--- src/rtl/uart_tx.sv ---
// UART transmitter: start bit, 8 data bits MSB first, optional even parity, stop bit.
// Each bit is held for OVERSAMPLE clocks; the serial line and status outputs are registered.
module uart_tx #(
    parameter int unsigned OVERSAMPLE = 16,
    parameter int unsigned PARITY_EN  = 1
) (
    input  logic       tx_clk,
    input  logic       tx_rst,
    input  logic       tx_en,
    input  logic [7:0] tx_i_data,
    input  logic       tx_i_data_valid,
    output logic       tx_o_ready,
    output logic       o_tx,
    output logic       tx_o_busy,
    output logic       tx_o_done
);

    localparam int unsigned SubW = $clog2(OVERSAMPLE);
    localparam logic [SubW-1:0] SubLast = SubW'(OVERSAMPLE - 1);

    typedef enum logic [2:0] {StIdle, StStart, StData, StParity, StStop} state_e;

    state_e          state_q;
    logic [SubW-1:0] sub_q;
    logic [2:0]      bit_q;
    logic [7:0]      shift_q;
    logic            par_q;
    logic            tx_q;
    logic            tx_d;
    logic            busy_q;
    logic            end_q;
    logic            done_q;

    logic bit_end;
    logic stop_end;
    logic accept;

    assign bit_end    = (sub_q == SubLast);
    assign stop_end   = (state_q == StStop) && bit_end;
    // Ready in the final stop clock lets the next frame start with no idle gap.
    assign tx_o_ready = tx_en && !tx_rst && ((state_q == StIdle) || stop_end);
    assign accept     = tx_i_data_valid && tx_o_ready;

    assign o_tx      = tx_q;
    assign tx_o_busy = busy_q;
    assign tx_o_done = done_q;

    always_comb begin
        tx_d = 1'b1;
        case (state_q)
            StStart:  tx_d = 1'b0;
            StData:   tx_d = shift_q[7];
            StParity: tx_d = par_q;
            default:  tx_d = 1'b1;
        endcase
    end

    always_ff @(posedge tx_clk) begin
        if (tx_rst || !tx_en) begin
            state_q <= StIdle;
            sub_q   <= '0;
            bit_q   <= '0;
            shift_q <= '0;
            par_q   <= 1'b0;
            tx_q    <= 1'b1;
            busy_q  <= 1'b0;
            end_q   <= 1'b0;
            done_q  <= 1'b0;
        end else begin
            tx_q   <= tx_d;
            busy_q <= (state_q != StIdle);
            // Done lags the stop-bit end by one more clock to line up with the registered line.
            end_q  <= stop_end;
            done_q <= end_q;
            if (accept) begin
                state_q <= StStart;
                sub_q   <= '0;
                shift_q <= tx_i_data;
                par_q   <= ^tx_i_data;
            end else if (state_q != StIdle) begin
                sub_q <= bit_end ? '0 : sub_q + SubW'(1);
                if (bit_end) begin
                    case (state_q)
                        StStart: begin
                            state_q <= StData;
                            bit_q   <= '0;
                        end
                        StData: begin
                            shift_q <= {shift_q[6:0], 1'b0};
                            bit_q   <= bit_q + 3'd1;
                            if (bit_q == 3'd7) begin
                                state_q <= (PARITY_EN != 0) ? StParity : StStop;
                            end
                        end
                        StParity: state_q <= StStop;
                        default:  state_q <= StIdle;
                    endcase
                end
            end
        end
    end

endmodule

--- config.mk ---
export PLATFORM = sky130hd
export DESIGN_NAME = uart_tx
export DESIGN_NICKNAME = d
export VERILOG_FILES = /design/src/rtl/uart_tx.sv
export SDC_FILE = /design/constraint.sdc
export NUM_CORES = 1
export LEC_CHECK = 0
export ABC_AREA = 0
export CAP_MARGIN = 15
export CORE_MARGIN = 4
export CORE_UTILIZATION = 60
export DETAILED_ROUTE_END_ITERATION = 12
export DONT_BUFFER_PORTS = 1
export HOLD_SLACK_MARGIN = 0.12
export PLACE_DENSITY_LB_ADDON = 0.05
export SETUP_SLACK_MARGIN = 0.1
export SKIP_CTS_REPAIR_TIMING = 1
export SYNTH_ARGS = -nofsm -noshare
export SYNTH_HDL_FRONTEND = slang
export SYNTH_SLANG_ARGS = --single-unit
--- constraint.sdc ---
create_clock -name tx_clk -period 2 [get_ports tx_clk]
set_clock_uncertainty 0.1 [all_clocks]
set_input_delay 0.2 -clock tx_clk [delete_from_list [all_inputs] [get_ports tx_clk]]
set_output_delay 0.2 -clock tx_clk [all_outputs]
set_load 0.02 [all_outputs]
## Word level (Yosys, flattened, before mapping)

Index checks and enable logic that the tools add are counted.

- Flip-flop bits (word level): 23
- Bits of input ports: 12

- Add/sub/neg operators: 2
- Eq/ne operators: 8
- Muxes and demuxes: 12
- Bitwise gates (word level): 1
- Reductions and logical operators: 20

Operator list:

| cell | count |
|---|---|
| 2-to-1 mux 8 bit | 4 |
| one-hot mux 3 bit (3 select lines) | 1 |
| AND reduction 3 bit | 3 |
| nonzero test 2 bit | 4 |
| parity 8 bit | 1 |
| == test 3 x 2 -> 1 bit, second input constant | 2 |
| == test 3 bit, second input constant | 2 |
| one-hot mux 3 bit (2 select lines) | 1 |
| adder 4 x 1 -> 4 bit, second input constant | 1 |
| == test 4 bit, second input constant | 1 |
| logical AND 1 bit | 4 |
| 2-to-1 mux 4 bit | 1 |
| AND reduction 4 bit | 1 |
| adder 3 x 1 -> 3 bit, second input constant | 1 |
| == test 3 x 1 -> 1 bit, second input constant | 1 |
| logical NOT 3 bit | 1 |
| 2-to-1 mux 1 bit | 3 |
| 2-to-1 mux 3 bit | 1 |
| != test 3 bit, second input constant | 1 |
| one-hot mux 1 bit (3 select lines) | 1 |
| nonzero test 3 bit | 1 |
| logical NOT 1 bit | 2 |
| logical OR 1 bit | 2 |
| != test 2 bit, second input constant | 1 |
| other kinds (2) | 2 |

## Longest topological paths before layout

- Word-level depth: 7
- Gate-level depth with buffers: 7
- Mapped depth without buffers: 6

## Worst setup path before layout

OpenSTA, ideal clock, no wires.

- Path kind: reg2reg
- From: register sub_q[0]
- To: register shift_q[6]
- Setup time: 0.067 ns
- Data arrival time: 1.424 ns
- Setup slack: 0.408 ns
- Stages on the path, launching flop included: 8
- Path buffers: 2
- Cells stage by stage: dfxtp_1 > ha_1 > and3_4 > buf_6 > o211ai_4 > buf_6 > nand3_1 > a21oi_2

- Cells in the longest elaborated chain, start to end: 7

Ends and longest elaborated chain:

| element | line | RTL |
|---|---|---|
| start: declaration | 24 | `logic [SubW-1:0] sub_q;` |
| start signal: assignment | 81 | `sub_q <= bit_end ? '0 : sub_q + SubW'(1);` |
| == test 4 bit * | 38 | `assign bit_end = (sub_q == SubLast);` |
| logical AND 1 bit | 39 | `assign stop_end = (state_q == StStop) && bit_end;` |
| logical OR 1 bit | 41 | `assign tx_o_ready = tx_en && !tx_rst && ((state_q == StIdle) \|\| stop_end);` |
| logical AND 1 bit | 41 |  |
| logical AND 1 bit | 42 | `assign accept = tx_i_data_valid && tx_o_ready;` |
| nonzero test 2 bit (no line) | - |  |
| AND reduction 3 bit (no line) | - |  |
| end signal: assignment | 78 | `shift_q <= tx_i_data;` |
| end signal: assignment | 89 | `shift_q <= {shift_q[6:0], 1'b0};` |
| end: declaration | 26 | `logic [7:0] shift_q;` |

Every way passes the cells marked *; elsewhere a longest branch is shown, timed or not.
A chain may end at the register's enable or synchronous reset.

## Final worst setup path

- From: register sub_q[0]
- To: output port tx_o_ready

- Cells in the longest elaborated chain, start to end: 4

Ends and longest elaborated chain:

| element | line | RTL |
|---|---|---|
| == test 4 bit | 38 |  |
| logical AND 1 bit | 39 |  |
| logical OR 1 bit | 41 |  |
| logical AND 1 bit | 41 |  |
| end: declaration | 12 | `output logic tx_o_ready,` |

Every way passes these cells.

==> results.md <==
* Avg Cell Area, Syn at 8.692 um2
* Outcome: finished, final reports clean
* Ports at 16
* Antenna Nets Post-Route at 0
* Initial antenna violation count at 0
* Crit path time final at 1.751 ns
* Clk buf depth at 2
* Register area share after synthesis at 40.13%
* Crit Path Class: flop to primary output
* Final setup violation count at 0
* Inserted Clock Buffers at 3
* Post-route setup slack at 0.2491 ns
* Width of the die at 51.73 um
* Max-cap violations at 0
* Fin. Hold Viols at 0
* First-pass GRT wire length at 3.684 mm
* Achievable Freq at 571.1 MHz
* Vias in the first global route at 865
* Mapped Cells at 132
* Initial Utilization at 65.04%
* Post-synth EDFFs at 0
* Most frequent cell after synthesis: dfxtp_1
* Fin crit share at 87.55%
* GRT Overall Usage at 18.09%
* CTS Sinks at 23
* Vias at 949
* Cell Area, Synth at 0.001147 mm2
* IO buf count at 0
* LEAKAGE at 0.4231 nW
* Clk_lat worst skew at 0.30 ns
* Fillers at 143
* Initial DRC Count at 10
* Total negative slack at 0 ns
* P per Cell Area at 584.9 mW/mm2
* Fin. max-slew vios at 0
* Final Wtd Congestion at 0.8232
* Worst slew pin tran at 0.4801 ns
* Top cells by area, synth: dfxtp_1 40%, nand2_1 7.2%, xnor2_1 5.3%
* Pin count of the biggest net entering global routing at 17
* Top_reg_cell synth: dfxtp_1
* Worst path arrival time at 1.45 ns
* Final Core Density at 73.40%
* Synthesis-to-finish area growth at 12.87%
* Ys Warns at 0
* DP Worst Slack at 0.3015 ns
* H-tree depth at 1
* Vias/cell at 5.683
* Maximum VDD drop at 0.0004710 V
* Die H at 51.73 um
* WL final at 2.181 mm
* Die area at 0.002676 mm2
* Async SR Flop Fraction at 0%
* Worst endpoint required time at 1.70 ns
* Layout cell share with drive strength beyond 1 at 10.56%
* Min-delay worst type: primary input to flop
* Cell taking the most area after synthesis: dfxtp_1
* Critical Path End Type: primary output
* Root Buffer Master: clkbuf_4
* Post-DP HPWL at 1.570 mm
* Worst-path clk slew at 0.13 ns
* Number of diodes at 0
* Share of the synthesized area in the top cell type at 40.13%
* Total grt overflow at 0
* Commonest cells post-synth: 23 x dfxtp_1, 22 x nand2_1, 11 x a21oi_1, 11 x o21ai_0
* Syn_nets at 147
* Netlist cell types at 34
* RSZ-0062 raised after global routing: no
* Max transition margin at 67.75%
* Number of placement rows at 15
* DR pass1 iterations at 4
* DRC violations left at 0
* #FFs+latches synth at 23
* Crit path launch type: flop
* CTS tree: built
* # nets final at 158
* Max FO, Critical Path at 10
* Core area at 0.001764 mm2
* Wire per inst at 13.06 um
sequential cells by signal, summed over array words and instances (netlist names):
register   flops
shift_q        8
sub_q          4
bit_q          3
state_q        3
end_q          1
o_tx           1
par_q          1
tx_o_busy      1
tx_o_done      1
kinds of logic (layout without fill, tap and decap cells):
logic type	Yosys count	in the layout	share of synthesized area (%)
multiplexers	1	1	0.8724
buffers and inverters	10	20	5.888
AO/OA/AOI/OAI	35	35	19.08
XOR/XNOR	8	8	6.107
adder cells (fa/ha/maj)	3	3	3.272
flip-flops	23	23	40.13
AND/OR/NAND/NOR	52	52	24.65
path summary, 6_finish.rpt:
path | start | to | slack, ns | cells past startpoint
min | tx_rst | state_q[0]$_SDFFE_PP0P_ | 0.14 | 3
max reg2reg | sub_q[0]$_SDFFE_PP0P_ | shift_q[2]$_SDFFE_PP0P_ | 0.26 | 5
max | sub_q[0]$_SDFFE_PP0P_ | tx_o_ready | 0.25 | 3
min reg2reg | end_q$_SDFF_PP0_ | tx_o_done$_SDFF_PP0_ | 0.34 | 1
through the flow:
step                std cells  total power, mW  area [um2]  hold slack [ns]
global route              167           0.7952        1295           0.1417
detailed placement        152           0.5388        1137           0.2435
global placement          152           0.5382        1137           0.2443
CTS                       156           0.7445        1165         -0.09220
finish                    167           0.7574        1295           0.1361
floorplan                 132           0.5305        1147           0.2360
power by group:
part	switching [mW]	total [mW]	leakage, nW	internal [mW]
registers	0.00404	0.467	0.186	0.463
clock network	0.135	0.209	0.0177	0.0746
logic	0.0360	0.0811	0.219	0.0451
total	0.175	0.757	0.423	0.583
area by class of cell:
class,count,area [um2],area share (%)
clock buffer,3,22.52,1.739
clock inverter,1,5.005,0.3865
inverter,3,11.26,0.8696
multi-input combinational,99,638.1,49.28
sequential,23,461.7,35.65
tap,25,31.28,2.415
timing repair buffer,13,125.1,9.662
per-layer routing:
metal	global-route usage [%]	share of wire, %	wire, um	vias to the layer above
li1	-	-	-	483
met1	22.64	47	1021	433
met2	31.14	47	1018	29
met3	2.865	5.3	116	4
met4	6.550	1.1	25	0
met5	0	0	0	-
critical path, stage by stage, from the launching register on:
cell and delay, ns:
dfxtp_1 0.42, ha_1 0.28, nand3_4 0.18, a21oi_4 0.27
cells in the final DEF, fill, tap and decap left out, types with 2 or more instances in the layout:
cell / count
xnor2_1: 7
or3_1: 3
inv_1: 3
clkbuf_4: 3
ha_1: 3
dlygate4sd3_1: 11
o21ai_0: 11
nand3_1: 3
nand2_1: 22
nor3_1: 3
nand2b_1: 3
dfxtp_1: 22
a31oi_1: 6
a21oi_1: 10
nor4_1: 2
a22oi_1: 2
nor2_1: 7
buf_4: 2
No activity file was read; power rests on OpenSTA's default activity.
